File: config.mk
export PLATFORM = sky130hd
export DESIGN_NAME = memory_unit
export DESIGN_NICKNAME = d
export VERILOG_FILES = /design/src/rtl/memory_unit.sv
export SDC_FILE = /design/constraint.sdc
export NUM_CORES = 1
export LEC_CHECK = 0
export ABC_CLOCK_PERIOD_IN_PS = 3950
export CORE_ASPECT_RATIO = 2
export CORE_MARGIN = 2
export CORE_UTILIZATION = 55
export CTS_CLUSTER_SIZE = 10
export DETAILED_ROUTE_END_ITERATION = 8
export PLACE_DENSITY = 0.85
export SYNTH_ARGS = -nofsm -noshare
export SYNTH_HDL_FRONTEND = slang
export SYNTH_SLANG_ARGS = --single-unit
File: constraint.sdc
create_clock -name clock -period 3.95 [get_ports clock]
set_clock_uncertainty 0.15 [all_clocks]
set_input_delay 0.395 -clock clock [delete_from_list [all_inputs] [get_ports clock]]
set_output_delay 0.395 -clock clock [all_outputs]
set_load 0.01 [all_outputs]
File: src/rtl/memory_unit.sv
// Memory subsystem for the basic processor: MAR, MDR, a 32-word synchronous RAM,
// one memory-mapped I/O word at the top address, and a program-load port.
module memory_unit #(
  parameter  int WORD_W = 8,
  parameter  int OP_W   = 3,
  localparam int ADDR_W = WORD_W - OP_W
) (
  input  logic              clock,
  input  logic              reset,
  input  logic [WORD_W-1:0] sysbus,
  input  logic              load_MAR,
  input  logic              load_MDR,
  input  logic              MDR_bus,
  input  logic              CS,
  input  logic              R_NW,
  output logic [WORD_W-1:0] mdr_out,
  input  logic [WORD_W-1:0] in_port,
  output logic [WORD_W-1:0] out_port,
  input  logic              prog_we,
  input  logic [ADDR_W-1:0] prog_addr,
  input  logic [WORD_W-1:0] prog_data,
  output logic              prog_err
);

  localparam int              DEPTH   = 1 << ADDR_W;
  localparam logic [ADDR_W-1:0] IO_ADDR = {ADDR_W{1'b1}};

  logic [ADDR_W-1:0] mar_r;
  logic [WORD_W-1:0] mdr_r;
  logic [WORD_W-1:0] out_port_r;
  logic [WORD_W-1:0] sync1_r;
  logic [WORD_W-1:0] sync2_r;
  logic              prog_err_r;

  logic [WORD_W-1:0] mem [DEPTH];

  logic              ram_we_s;
  logic [ADDR_W-1:0] ram_waddr_s;
  logic [WORD_W-1:0] ram_wdata_s;
  logic              out_we_s;
  logic [WORD_W-1:0] out_wdata_s;
  logic [WORD_W-1:0] read_data_s;
  logic              mar_io_s;
  logic              prog_io_s;

  assign mar_io_s  = (mar_r == IO_ADDR);
  assign prog_io_s = (prog_addr == IO_ADDR);

  // Read mux: the I/O address returns the synchronised input, never the RAM cell.
  always_comb begin
    read_data_s = mem[mar_r];
    if (mar_io_s) begin
      read_data_s = sync2_r;
    end else begin
      read_data_s = mem[mar_r];
    end
  end

  // Write steering: a CS access always takes priority over the program-load port.
  always_comb begin
    ram_we_s    = 1'b0;
    ram_waddr_s = mar_r;
    ram_wdata_s = mdr_r;
    out_we_s    = 1'b0;
    out_wdata_s = mdr_r;
    if (CS) begin
      if (!R_NW) begin
        if (mar_io_s) begin
          out_we_s = 1'b1;
        end else begin
          ram_we_s = 1'b1;
        end
      end else begin
        ram_we_s = 1'b0;
      end
    end else if (prog_we) begin
      if (prog_io_s) begin
        out_we_s    = 1'b1;
        out_wdata_s = prog_data;
      end else begin
        ram_we_s    = 1'b1;
        ram_waddr_s = prog_addr;
        ram_wdata_s = prog_data;
      end
    end else begin
      ram_we_s = 1'b0;
    end
  end

  // Control registers; read data into MDR beats a concurrent load_MDR.
  always_ff @(posedge clock or posedge reset) begin
    if (reset) begin
      mar_r      <= {ADDR_W{1'b0}};
      mdr_r      <= {WORD_W{1'b0}};
      out_port_r <= {WORD_W{1'b0}};
      sync1_r    <= {WORD_W{1'b0}};
      sync2_r    <= {WORD_W{1'b0}};
      prog_err_r <= 1'b0;
    end else begin
      sync1_r    <= in_port;
      sync2_r    <= sync1_r;
      prog_err_r <= prog_we & CS;
      if (load_MAR) begin
        mar_r <= sysbus[ADDR_W-1:0];
      end
      if (CS && R_NW) begin
        mdr_r <= read_data_s;
      end else if (load_MDR) begin
        mdr_r <= sysbus;
      end
      if (out_we_s) begin
        out_port_r <= out_wdata_s;
      end
    end
  end

  // RAM array: contents survive reset, but no write lands on an edge with reset high.
  always_ff @(posedge clock) begin
    if (ram_we_s && !reset) begin
      mem[ram_waddr_s] <= ram_wdata_s;
    end
  end

  assign mdr_out  = MDR_bus ? mdr_r : {WORD_W{1'b0}};
  assign out_port = out_port_r;
  assign prog_err = prog_err_r;

endmodule
# Word level (Yosys, flattened, before mapping)
# Memories as Yosys holds them, arrays and structs flattened.
# Cells that the tools add are included.
[totals] output_inout_bits=17 elab_cells=39 mem_count=1 ram_bits=256 regBits=38
[mem_list] memory="mem" words=32 word_bits=8 read_ports=1 rd_clocked_by_memory_dff=0 write_ports=1 line="35" rtl="logic [WORD_W-1:0] mem [DEPTH];"
[classes] muxes=25 eq_ne=2 bitwise=1 n_reduce_logical=4
[ops] op="$mux 8" count=10
[ops] op="$mux 5" count=3
[ops] op="$mux 1" count=12
[ops] op="$eq 5x5->1 const B" count=2
[ops] op="$logic_and 1x1->1" count=2
[ops] op="$reduce_bool 2->1" count=1
[ops] op="$and 1x1->1" count=1
[ops] op="$logic_not 1->1" count=1

# Depth between registers and ports, before layout
# Gate-level depths: netlist of the first run.
[depth] word_depth=7 ltp_mapped=8 depth_no_buf=5

# Worst setup path after synthesis of the first run
# No wires, ideal clock.
[synth_timing] path_type="input port to flip-flop" startpoint="input port prog_addr[3]" endpoint="memory mem[15][0], enable pin" t_arrival_ns=2.004 n_path_buf=0 slack_ns=1.411 setup_time_ns=0.385 cell_stages=5 t_required_ns=3.415 cell_sequence="and4_1 a21o_1 a21oi_2 nand2_1 nor3b_1"
[synth_between] elab_chain_cells=7
[synth_rtl] element="start: declaration" line="20" rtl="input logic [ADDR_W-1:0] prog_addr,"
[synth_rtl] element="$eq 5x5->1" line="47" rtl="assign prog_io_s = (prog_addr == IO_ADDR);"
[synth_rtl] element="$mux 1" line="77" rtl="if (prog_io_s) begin"
[synth_rtl] element="$mux 1" line="76" rtl="end else if (prog_we) begin"
[synth_rtl] element="$mux 1" line="66" rtl="if (CS) begin"
[synth_rtl] element="$logic_and 1x1->1" line="119" rtl="if (ram_we_s && !reset) begin"
[synth_rtl] element="$mux 1" line="119"
[synth_rtl] element="$mux 1 (not written as such)" line="120" rtl="mem[ram_waddr_s] <= ram_wdata_s;"
[synth_rtl] element="end: declaration" line="35"
# Several ways; a longest one is shown, not always the timed one.

# Final worst setup path of the first run
[layout_timing] startpoint="input port CS" endpoint="memory mem[16][2], enable pin"
[layout_between] elab_chain_cells=4
[layout_rtl] element="start: declaration" line="14" rtl="input logic CS,"
[layout_rtl] element="$mux 1" line="66"
[layout_rtl] element="$logic_and 1x1->1" line="119"
[layout_rtl] element="$mux 1" line="119"
[layout_rtl] element="$mux 1 (not written as such)" line="120"
# Several ways; a longest one is shown, not always the timed one.

==> impl_metrics.json, run 1 <==
{
  "status": "complete, no violations",
  "syn_avg_cell_area_sq_um": 16.60,
  "synth_top_cell_by_area": "edfxtp_1",
  "synthDominantCellAreaShare_pct": 64.25,
  "routed_wl_um": 29770,
  "synthTopCellsByCount": "edfxtp_1, mux2i_1, nand2_1",
  "synth-edff-count": 255,
  "area_delta_synth_final_pct": 16.58,
  "worstPathCellList": "clkdlybuf4s50_1, nand2b_1, a21o_1, a21oi_2, nand3_1, nor2_1",
  "synth-async-reset-ratio_pct": 12.97,
  "combPwrFrac_pct": 11.0,
  "grt_max_degree": 38,
  "ys.flop_type": "edfxtp_1",
  "multi_input_area_sq_mm": 0.003079,
  "synth_area_leaders": "edfxtp_1, dfrtp_1, mux4_2, mux2i_1, mux2_2",
  "seq_power_share_pct": 49.5,
  "cpLargestDelayFamily": "simple AND/OR/NAND/NOR gates",
  "slew_viol_final": 0,
  "die-area_sq_mm": 0.02294,
  "power.internal_uw": 5596,
  "boundaryPins": 54,
  "synth.distinct_cells": 52,
  "ir_worst_vdd_mv": 0.3933,
  "syn_area_sq_mm": 0.01192,
  "use_met1_pct": 29.94,
  "drt_iter0_drc": 782,
  "met2_usage_pct": 45.76,
  "cts_sinks": 293,
  "nNetsFinal": 852,
  "fin_tns_setup_ps": 0,
  "worst-endpoint-arrival_ps": 3080,
  "globalRouteTotalUtil_pct": 26.71,
  "antenna_found_initial": 2,
  "drive_gt1_share_pct": 16.43,
  "cts_setup_buffers": 0,
  "cts_inserted_buffers": 35,
  "die_w_um": 108.1,
  "hold_class": "input pin to async pin",
  "dieHeight_um": 212.2,
  "firstDrtPassIters": 7,
  "crit_type": "input pin to flop",
  "yosysSeqAreaShare_pct": 72.22,
  "synth_most_common_cell": "edfxtp_1",
  "max_slew_margin_pct": 43.86,
  "post-route-drc-count": 0,
  "yosys_warnings": 0,
  "clockPowerShare_pct": 39.5,
  "initial_core_util_pct": 55.71,
  "routabilityCongestion": 0.9762,
  "n_antenna_cell": 0,
  "end_kind": "flop",
  "ant_nets": 0,
  "clk_latency_ps": 520,
  "io_buffers": 53,
  "synth_seq_cells": 293,
  "p_switching_uw": 1751,
  "cap_viol_max_count": 0,
  "cpMaxStageDelayCell": "nor2_1",
  "critPathMaxFanout": 16,
  "htree_levels": 2,
  "use_met3_pct": 4.323,
  "worst_pin_slew_ps": 840.4,
  "path_clk_slew_ps": 50,
  "globalRouteOverflowTotal": 0,
  "cts-root-buf": "clkbuf_16",
  "hold_viol": 0,
  "cts_tree": "done",
  "grt_pass1_wl_um": 44040,
  "viasPerCell": 6.458,
  "hold_buffers": 0,
  "max_stage_delay_ps": 620,
  "num-fill-cells": 1422,
  "setup_viol": 0,
  "placedCellCount": 1051,
  "core_region_area_sq_mm": 0.02140,
  "seqCellArea_sq_mm": 0.008615,
  "power.density_mw_per_mm2": 528.8,
  "worstSetupStartpointType": "input pin",
  "power_uw": 7347,
  "fin_cells": 1113,
  "period_needed_ps": 3096,
  "clk_path_buf_depth": 3,
  "synthCells": 718,
  "rows": 76,
  "grt.busiest_layer": "met2",
  "worst-path-buf-inv": 1,
  "rsz0062_at_grt": "no",
  "dr_total_vias": 7188,
  "cp.required_ps": 3940,
  "cts_resized": 0,
  "grt_pass1_vias": 7358,
  "dp_hpwl_um": 19450,
  "max_freq_mhz": 323.0,
  "p_leak_uw": 0.004769,
  "swShare_pct": 23.83,
  "period_share_pct": 78.37,
  "wire_per_inst_um": 26.75
}
-- state kept, by name, indices dropped and copies added (netlist names) --
register  cells
mdr_r         8
out_port      8
prog_err      1
sync2_r       8
sync1_r       8
mar_r         5
mem         255
-- metal layers --
metal  part of all wire, %  wire, um  vias to the layer above
li1                      -         -                     3010
met1                    33      9683                     3533
met2                    51     15280                      497
met3                   8.1      2400                      144
met4                   8.0      2388                        4
met5                 0.084        25                        -
-- worst register-to-register path, stage by stage (launching register included) --
cell and delay [ps]:
dfrtp_4 700, nand2_1 250, o21ai_0 160, a21oi_2 390
nand3_1 340, nor2_1 620
-- cells by family (layout without fill, tap and decap cells) --
| kind of cell | count (synthesis) | count (layout) | share of synthesized area [%] |
|---|---|---|---|
| flip-flops | 293 | 293 | 72.22 |
| other | 1 | 7 | 0.03146 |
| AND/OR/NAND/NOR | 152 | 152 | 5.784 |
| buffers and inverters | 42 | 158 | 2.131 |
| AO/OA/AOI/OAI | 113 | 113 | 6.593 |
| multiplexers | 117 | 117 | 13.24 |
-- cell type report --
class / count / share of cell area (%)
well taps: 273 / 2.458
inverters: 5 / 0.1351
multi-input cells: 389 / 22.16
clock buffers: 61 / 7.312
repair buffers: 91 / 5.871
clock inverters: 1 / 0.06303
flip-flops and latches: 293 / 62.00
-- final timing paths --
| check | cells after the start | endpoint | slack [ps] | start |
|---|---|---|---|---|
| setup / recovery | 6 | mem[16][2] | 850 | CS |
| hold / removal | 2 | sync1_r[6] | 80 | reset |
| setup reg to reg | 5 | mem[16][2] | 950 | mar_r[2] |
| hold reg to reg | 0 | sync2_r[5] | 200 | sync1_r[5] |
| max in group asynchronous | 3 | mar_r[2] | 2840 | reset |
| min in group clock | 1 | sync1_r[4] | 180 | in_port[4] |
-- cell usage in the layout (no fill, tap or decap), drive strengths merged, types with 15 or more instances in the layout --
cell | Yosys | final
a21oi | 23 | 23
buf | 26 | 38
edfxtp | 255 | 255
mux2 | 25 | 25
clkdlybuf4s50 | 0 | 53
nor2 | 40 | 40
o21ai | 15 | 15
nand2 | 61 | 61
clkbuf | 11 | 61
dfrtp | 38 | 38
a22oi | 21 | 21
mux4 | 30 | 30
mux2i | 62 | 62
-- power by group through the flow --
stage               Clock [uW]  Sequential, uW  Combinational, uW
detailed placement           0            3690                790
global route              3040            3640                851
global placement             0            3690                768
finish                    2900            3640                811
CTS                       2930            3630                796
floorplan                    0            3650                470
-- through the flow --
| stage | area (sq um) | hold slack [ps] | utilization, % | setup WS (ps) |
|---|---|---|---|---|
| 2_1_floorplan | 11940 | 181.2 | - | 1411 |
| 3_3_place_gp | 12870 | 184.1 | 60.15 | 663.3 |
| 3_5_place_dp | 12870 | 184.7 | 60.15 | 448.0 |
| 4_1_cts | 13890 | 54.39 | 64.94 | 976.6 |
| 5_1_grt | 13890 | 81.13 | 64.94 | 719.5 |
| 6_report | 13890 | 83.79 | 64.94 | 854.3 |
No activity file was read; power rests on OpenSTA's default activity.
==> run 2, diff against run 1 <==
--- a/config.mk
+++ b/config.mk
@@ -5,7 +5,7 @@
 export SDC_FILE = /design/constraint.sdc
 export NUM_CORES = 1
 export LEC_CHECK = 0
-export ABC_CLOCK_PERIOD_IN_PS = 3950
+export ABC_CLOCK_PERIOD_IN_PS = 3100
 export CORE_ASPECT_RATIO = 2
 export CORE_MARGIN = 2
 export CORE_UTILIZATION = 55
==> constraint.sdc (replaced) <==
create_clock -name clock -period 3.1 [get_ports clock]
set_clock_uncertainty 0.15 [all_clocks]
set_input_delay 0.31 -clock clock [delete_from_list [all_inputs] [get_ports clock]]
set_output_delay 0.31 -clock clock [all_outputs]
set_load 0.01 [all_outputs]
==> run 2 against run 1 <==
Sequential share of layout area shrank 0.85 points; first-iteration DRC count shrank 5.0%; power grew 27%; combinational power grew 32%; die area is the same; routed wire length shrank 2.0%; utilization grew 0.91 points; count of clock-buffer cells in the layout shrank 1; via count shrank 0.79%; worst setup slack lost 430 ps; critical endpoint is now mem[0][6]; largest power group unchanged.
==> impl_metrics.json, run 2 (same netlist as run 1, synthesis figures left out) <==
{
  "largest_reg_flops": 255,
  "rsz0062_at_grt": "no",
  "period_share_pct": 86.23,
  "r2r_setup_slack_ps": 430,
  "use_met3_pct": 3.525,
  "cap_viol_max_count": 0,
  "end_kind": "flop",
  "viasPerCell": 6.283,
  "seqCellArea_sq_mm": 0.008615,
  "grt_pass1_wl_um": 43100,
  "fin_tns_setup_ps": 0,
  "crit_type": "flop to flop",
  "drt_iter0_drc": 743,
  "cpMaxStageDelayCell": "nor2_1",
  "period_needed_ps": 2673,
  "worstSetupStartpointType": "flop",
  "setup_viol": 0,
  "htree_levels": 2,
  "worst-path-buf-inv": 1,
  "cts_resized": 0,
  "antenna_found_initial": 0,
  "area_delta_synth_final_pct": 18.20,
  "n_antenna_cell": 0,
  "dr_total_vias": 7131,
  "fin_area_sq_mm": 0.01409,
  "drive_gt1_share_pct": 18.68,
  "die-area_sq_mm": 0.02294,
  "power_uw": 9347,
  "clk_latency_ps": 510,
  "grt.busiest_layer": "met2",
  "p_leak_uw": 0.004892,
  "worstPathCellList": "nor2_1, a22oi_1, buf_4, nor2_1",
  "core_region_area_sq_mm": 0.02140,
  "boundaryPins": 54,
  "globalRouteTotalUtil_pct": 26.13,
  "routabilityCongestion": 0.9686,
  "dp_hpwl_um": 19350,
  "cpLargestDelayFamily": "simple AND/OR/NAND/NOR gates",
  "ir_worst_vdd_mv": 0.4552,
  "nNetsFinal": 875,
  "mostFrequentLayoutCell": "edfxtp_1",
  "critPathMaxFanout": 17,
  "dpl_cell_area_sq_mm": 0.01307,
  "cts_sinks": 293,
  "firstDrtPassIters": 5,
  "timing.critical_path.mode_cell": "nor2_1",
  "initial_core_util_pct": 55.71,
  "globalRouteOverflowTotal": 0,
  "cts_setup_buffers": 0,
  "routed_wl_um": 29180,
  "multi_input_area_sq_mm": 0.003079,
  "max_freq_mhz": 374.1,
  "power.density_mw_per_mm2": 663.5,
  "max_slew_margin_pct": 46.42,
  "post-route-drc-count": 0,
  "met2_usage_pct": 45.00,
  "worst-endpoint-arrival_ps": 2660,
  "cts-root-buf": "clkbuf_16",
  "use_met1_pct": 29.70,
  "io_buffers": 53,
  "die_w_um": 108.1,
  "grt_pass1_vias": 7336,
  "final_cell_mix": "edfxtp_1, mux2i_1, nand2_1, buf_4, clkdlybuf4s50_1",
  "num-fill-cells": 1397,
  "dieHeight_um": 212.2,
  "cts_tree": "done",
  "hold_class": "input pin to flop",
  "hold_buffers": 0,
  "top_register": "mem",
  "rows": 76,
  "wire_per_inst_um": 25.71,
  "status": "complete, no violations",
  "path_clk_slew_ps": 60,
  "worst_pin_slew_ps": 800.7,
  "cp.required_ps": 3090,
  "clk_path_buf_depth": 3,
  "ant_nets": 0,
  "slew_viol_final": 0,
  "max_stage_delay_ps": 620,
  "grt_max_degree": 34,
  "cts_inserted_buffers": 35,
  "hold_viol": 0
}
run 2: final timing paths:
kind	to	startpoint	cells past startpoint
max in group asynchronous	mar_r[2]	reset	3
min in group asynchronous	mdr_r[0]	reset	2
hold reg to reg	sync2_r[5]	sync1_r[5]	0
setup reg to reg	mem[0][6]	mar_r[0]	4
setup / recovery	mem[0][6]	mar_r[0]	4
hold / removal	sync1_r[3]	in_port[3]	1
run 2: per-stage QoR:
| stage | instances | hold WS [ps] | setup WS (ps) | util (%) |
|---|---|---|---|---|
| 2_1_floorplan | 724 | 181.2 | 611.8 | - |
| 3_3_place_gp | 1074 | 184.0 | 178.2 | 61.08 |
| 3_5_place_dp | 1074 | 184.7 | 77.88 | 61.08 |
| 4_1_cts | 1135 | 85.96 | 476.6 | 65.85 |
| 5_1_grt | 1135 | 94.96 | 285.5 | 65.85 |
| 6_report | 1135 | 94.21 | 426.7 | 65.85 |
run 2: report_power, final:
group | internal, uW | total, uW | switching (uW)
clock | 2210 | 3660 | 1460
sequential | 4530 | 4610 | 86.6
combinational | 418 | 1070 | 654
run 2: layout make-up:
| type | count | area share [%] |
|---|---|---|
| Tap cell | 273 | 2.425 |
| Clock inverter | 1 | 0.06217 |
| Clock buffer | 60 | 7.185 |
| Multi-Input combinational cell | 389 | 21.86 |
| Sequential cell | 293 | 61.15 |
| Timing Repair Buffer | 114 | 7.194 |
| Inverter | 5 | 0.1332 |
run 2: layer usage:
metal  part of all wire, %  up-vias
li1                      -     3058
met1                    34     3521
met2                    52      435
met3                   7.1      117
met4                   7.8        0
met5                     0        -
run 2: worst reg2reg max path, delay by kind of cell, from the launching register on:
family | cells | cell delay [ps]
DFF | 1 | 550
and+or+nand+nor | 2 | 1190
AOI/OAI and AO/OA | 1 | 200
buffers and inverters | 1 | 210
==> run 3, diff against run 2 <==
--- a/config.mk
+++ b/config.mk
@@ -6,12 +6,14 @@
 export NUM_CORES = 1
 export LEC_CHECK = 0
 export ABC_CLOCK_PERIOD_IN_PS = 3100
-export CORE_ASPECT_RATIO = 2
+export CAP_MARGIN = 20
+export CORE_ASPECT_RATIO = 0.7
 export CORE_MARGIN = 2
 export CORE_UTILIZATION = 55
 export CTS_CLUSTER_SIZE = 10
 export DETAILED_ROUTE_END_ITERATION = 8
 export PLACE_DENSITY = 0.85
+export SLEW_MARGIN = 0
 export SYNTH_ARGS = -nofsm -noshare
 export SYNTH_HDL_FRONTEND = slang
 export SYNTH_SLANG_ARGS = --single-unit
==> run 3 against run 2 <==
Clock power is essentially flat; non-clock buffer count grew 3; final area increased by 0.54%; maximum frequency grew 2.7%; combinational power grew 4%; critical path type unchanged; utilization up 0.18 points; sequential cell count unchanged; die area decreased by 0.23%; largest cell class unchanged.
==> impl_metrics.json, run 3 (same netlist as run 1, synthesis figures left out) <==
{
  "status": "complete, no violations",
  "cpMaxStageDelayCell": "dfrtp_2",
  "num-fill-cells": 1408,
  "rows": 45,
  "final_cell_mix": "edfxtp_1, mux2i_1, nand2_1, buf_4, clkdlybuf4s50_1",
  "power.density_mw_per_mm2": 664.8,
  "area_delta_synth_final_pct": 18.84,
  "n_antenna_cell": 0,
  "p_switching_uw": 2234,
  "post-route-drc-count": 0,
  "clockPowerShare_pct": 39.1,
  "grt_max_degree": 34,
  "hold_buffers": 0,
  "max_slew_margin_pct": 54.21,
  "die-area_sq_mm": 0.02288,
  "path_clk_slew_ps": 60,
  "worst-path-buf-inv": 1,
  "cts-root-buf": "clkbuf_16",
  "nNetsFinal": 878,
  "antenna_found_initial": 0,
  "ant_nets": 0,
  "setup_viol": 0,
  "cts_tree": "done",
  "multi_input_area_sq_mm": 0.003079,
  "power_uw": 9417,
  "cts_inserted_buffers": 35,
  "drive_gt1_share_pct": 18.92,
  "core_region_area_sq_mm": 0.02145,
  "mostFrequentLayoutCell": "edfxtp_1",
  "worstPathCellList": "nand3_1, o21ai_0, a21oi_2, nand2_1, nor3b_1, buf_4",
  "hold_class": "input pin to async pin",
  "period_needed_ps": 2602,
  "globalRouteOverflowTotal": 0,
  "p_leak_uw": 0.004926,
  "cp.required_ps": 3150,
  "cpLargestDelayFamily": "simple AND/OR/NAND/NOR gates",
  "cts_setup_buffers": 0,
  "fin_ws_ps": 498.2,
  "period_share_pct": 83.93,
  "pre_cts_ws_ps": 124.2,
  "max_freq_mhz": 384.4,
  "cts_resized": 0,
  "dieHeight_um": 127.2,
  "dp_hpwl_um": 19440,
  "worstReg2RegStart": "mar_r[0]",
  "power.internal_uw": 7182,
  "slew_viol_final": 0,
  "end_kind": "flop",
  "globalRouteTotalUtil_pct": 26.07,
  "worstSetupStartpointType": "flop",
  "grt_pass1_vias": 7181,
  "combPwrFrac_pct": 11.8,
  "whs_ps": 96.84,
  "dr_total_vias": 7299,
  "crit_start": "mar_r[0]",
  "viasPerCell": 6.352,
  "firstDrtPassIters": 5,
  "grt_pass1_wl_um": 44060,
  "critPathMaxFanout": 23,
  "r2r_setup_slack_ps": 500,
  "max_stage_delay_ps": 650,
  "seq_power_share_pct": 49.0,
  "routabilityCongestion": 1.023,
  "clk_path_buf_depth": 3,
  "htree_levels": 2,
  "initial_core_util_pct": 55.56,
  "ir_worst_vdd_mv": 0.4484,
  "placedCellCount": 1086,
  "worst_pin_slew_ps": 684.6,
  "swShare_pct": 23.72,
  "cts_sinks": 293,
  "crit_type": "flop to flop",
  "fin_tns_setup_ps": 0,
  "hold_viol": 0,
  "die_w_um": 180.0,
  "r2r_cells": 6,
  "seqCellArea_sq_mm": 0.008612,
  "worst-endpoint-arrival_ps": 2650,
  "top_register": "mem",
  "routed_wl_um": 29270,
  "drt_iter0_drc": 1163,
  "boundaryPins": 54,
  "clk_latency_ps": 500,
  "wire_per_inst_um": 25.47,
  "io_buffers": 53,
  "largest_reg_flops": 255,
  "r2r-end": "mem[15][4]",
  "rsz0062_at_grt": "no",
  "cap_viol_max_count": 0,
  "fin_cells": 1149
}
==> run 3: cell count changes in the layout (fill, tap and decap cells not counted), sizes merged <==
cell,delta
buf,+3
clkbuf,+2
==> run 3: layer usage <==
| metal | up-vias | track usage (%) | wire (um) | share of wire (%) |
|---|---|---|---|---|
| met1 | 3638 | 39.20 | 12100 | 41 |
| li1 | 3076 | - | - | - |
| met2 | 533 | 37.14 | 12580 | 43 |
| met5 | - | 0 | 0 | 0 |
| met4 | 0 | 6.695 | 549 | 1.9 |
| met3 | 52 | 8.495 | 4035 | 14 |
==> run 3: power by group through the flow <==
stage	combinational, uW	clock, uW	sequential [uW]
floorplan	599	0	4660
global placement	1050	0	4680
detailed placement	1080	0	4690
CTS	1090	3720	4610
global route	1170	3900	4620
finish	1110	3690	4620
==> run 3: layout make-up <==
type                            count  area share, %
Tap cell                          282          2.491
Inverter                            5         0.1325
Sequential cell                   293          60.80
Multi-Input combinational cell    389          21.74
Clock inverter                      1        0.06183
Clock buffer                       62          7.199
Timing Repair Buffer              117          7.579
==> run 3: through the flow <==
stage	instance area (sq um)	util (%)
finish	14160	66.03
global route	14160	66.03
CTS	14160	66.03
detailed placement	13140	61.24
global placement	13140	61.24
floorplan	11940	-
==> run 3: worst max-delay path by stage <==
stage / slack [ps] / cells after the start / end
final: 500 / 6 / mem[15][4]
after global routing: 380 / 6 / mem[15][1]
after CTS: 550 / 6 / mem[15][6]
after detailed placement: 120 / 7 / mem[15][4]
after global placement: 240 / 7 / mem[18][3]
after floorplan: 610 / 6 / mem[15][0]
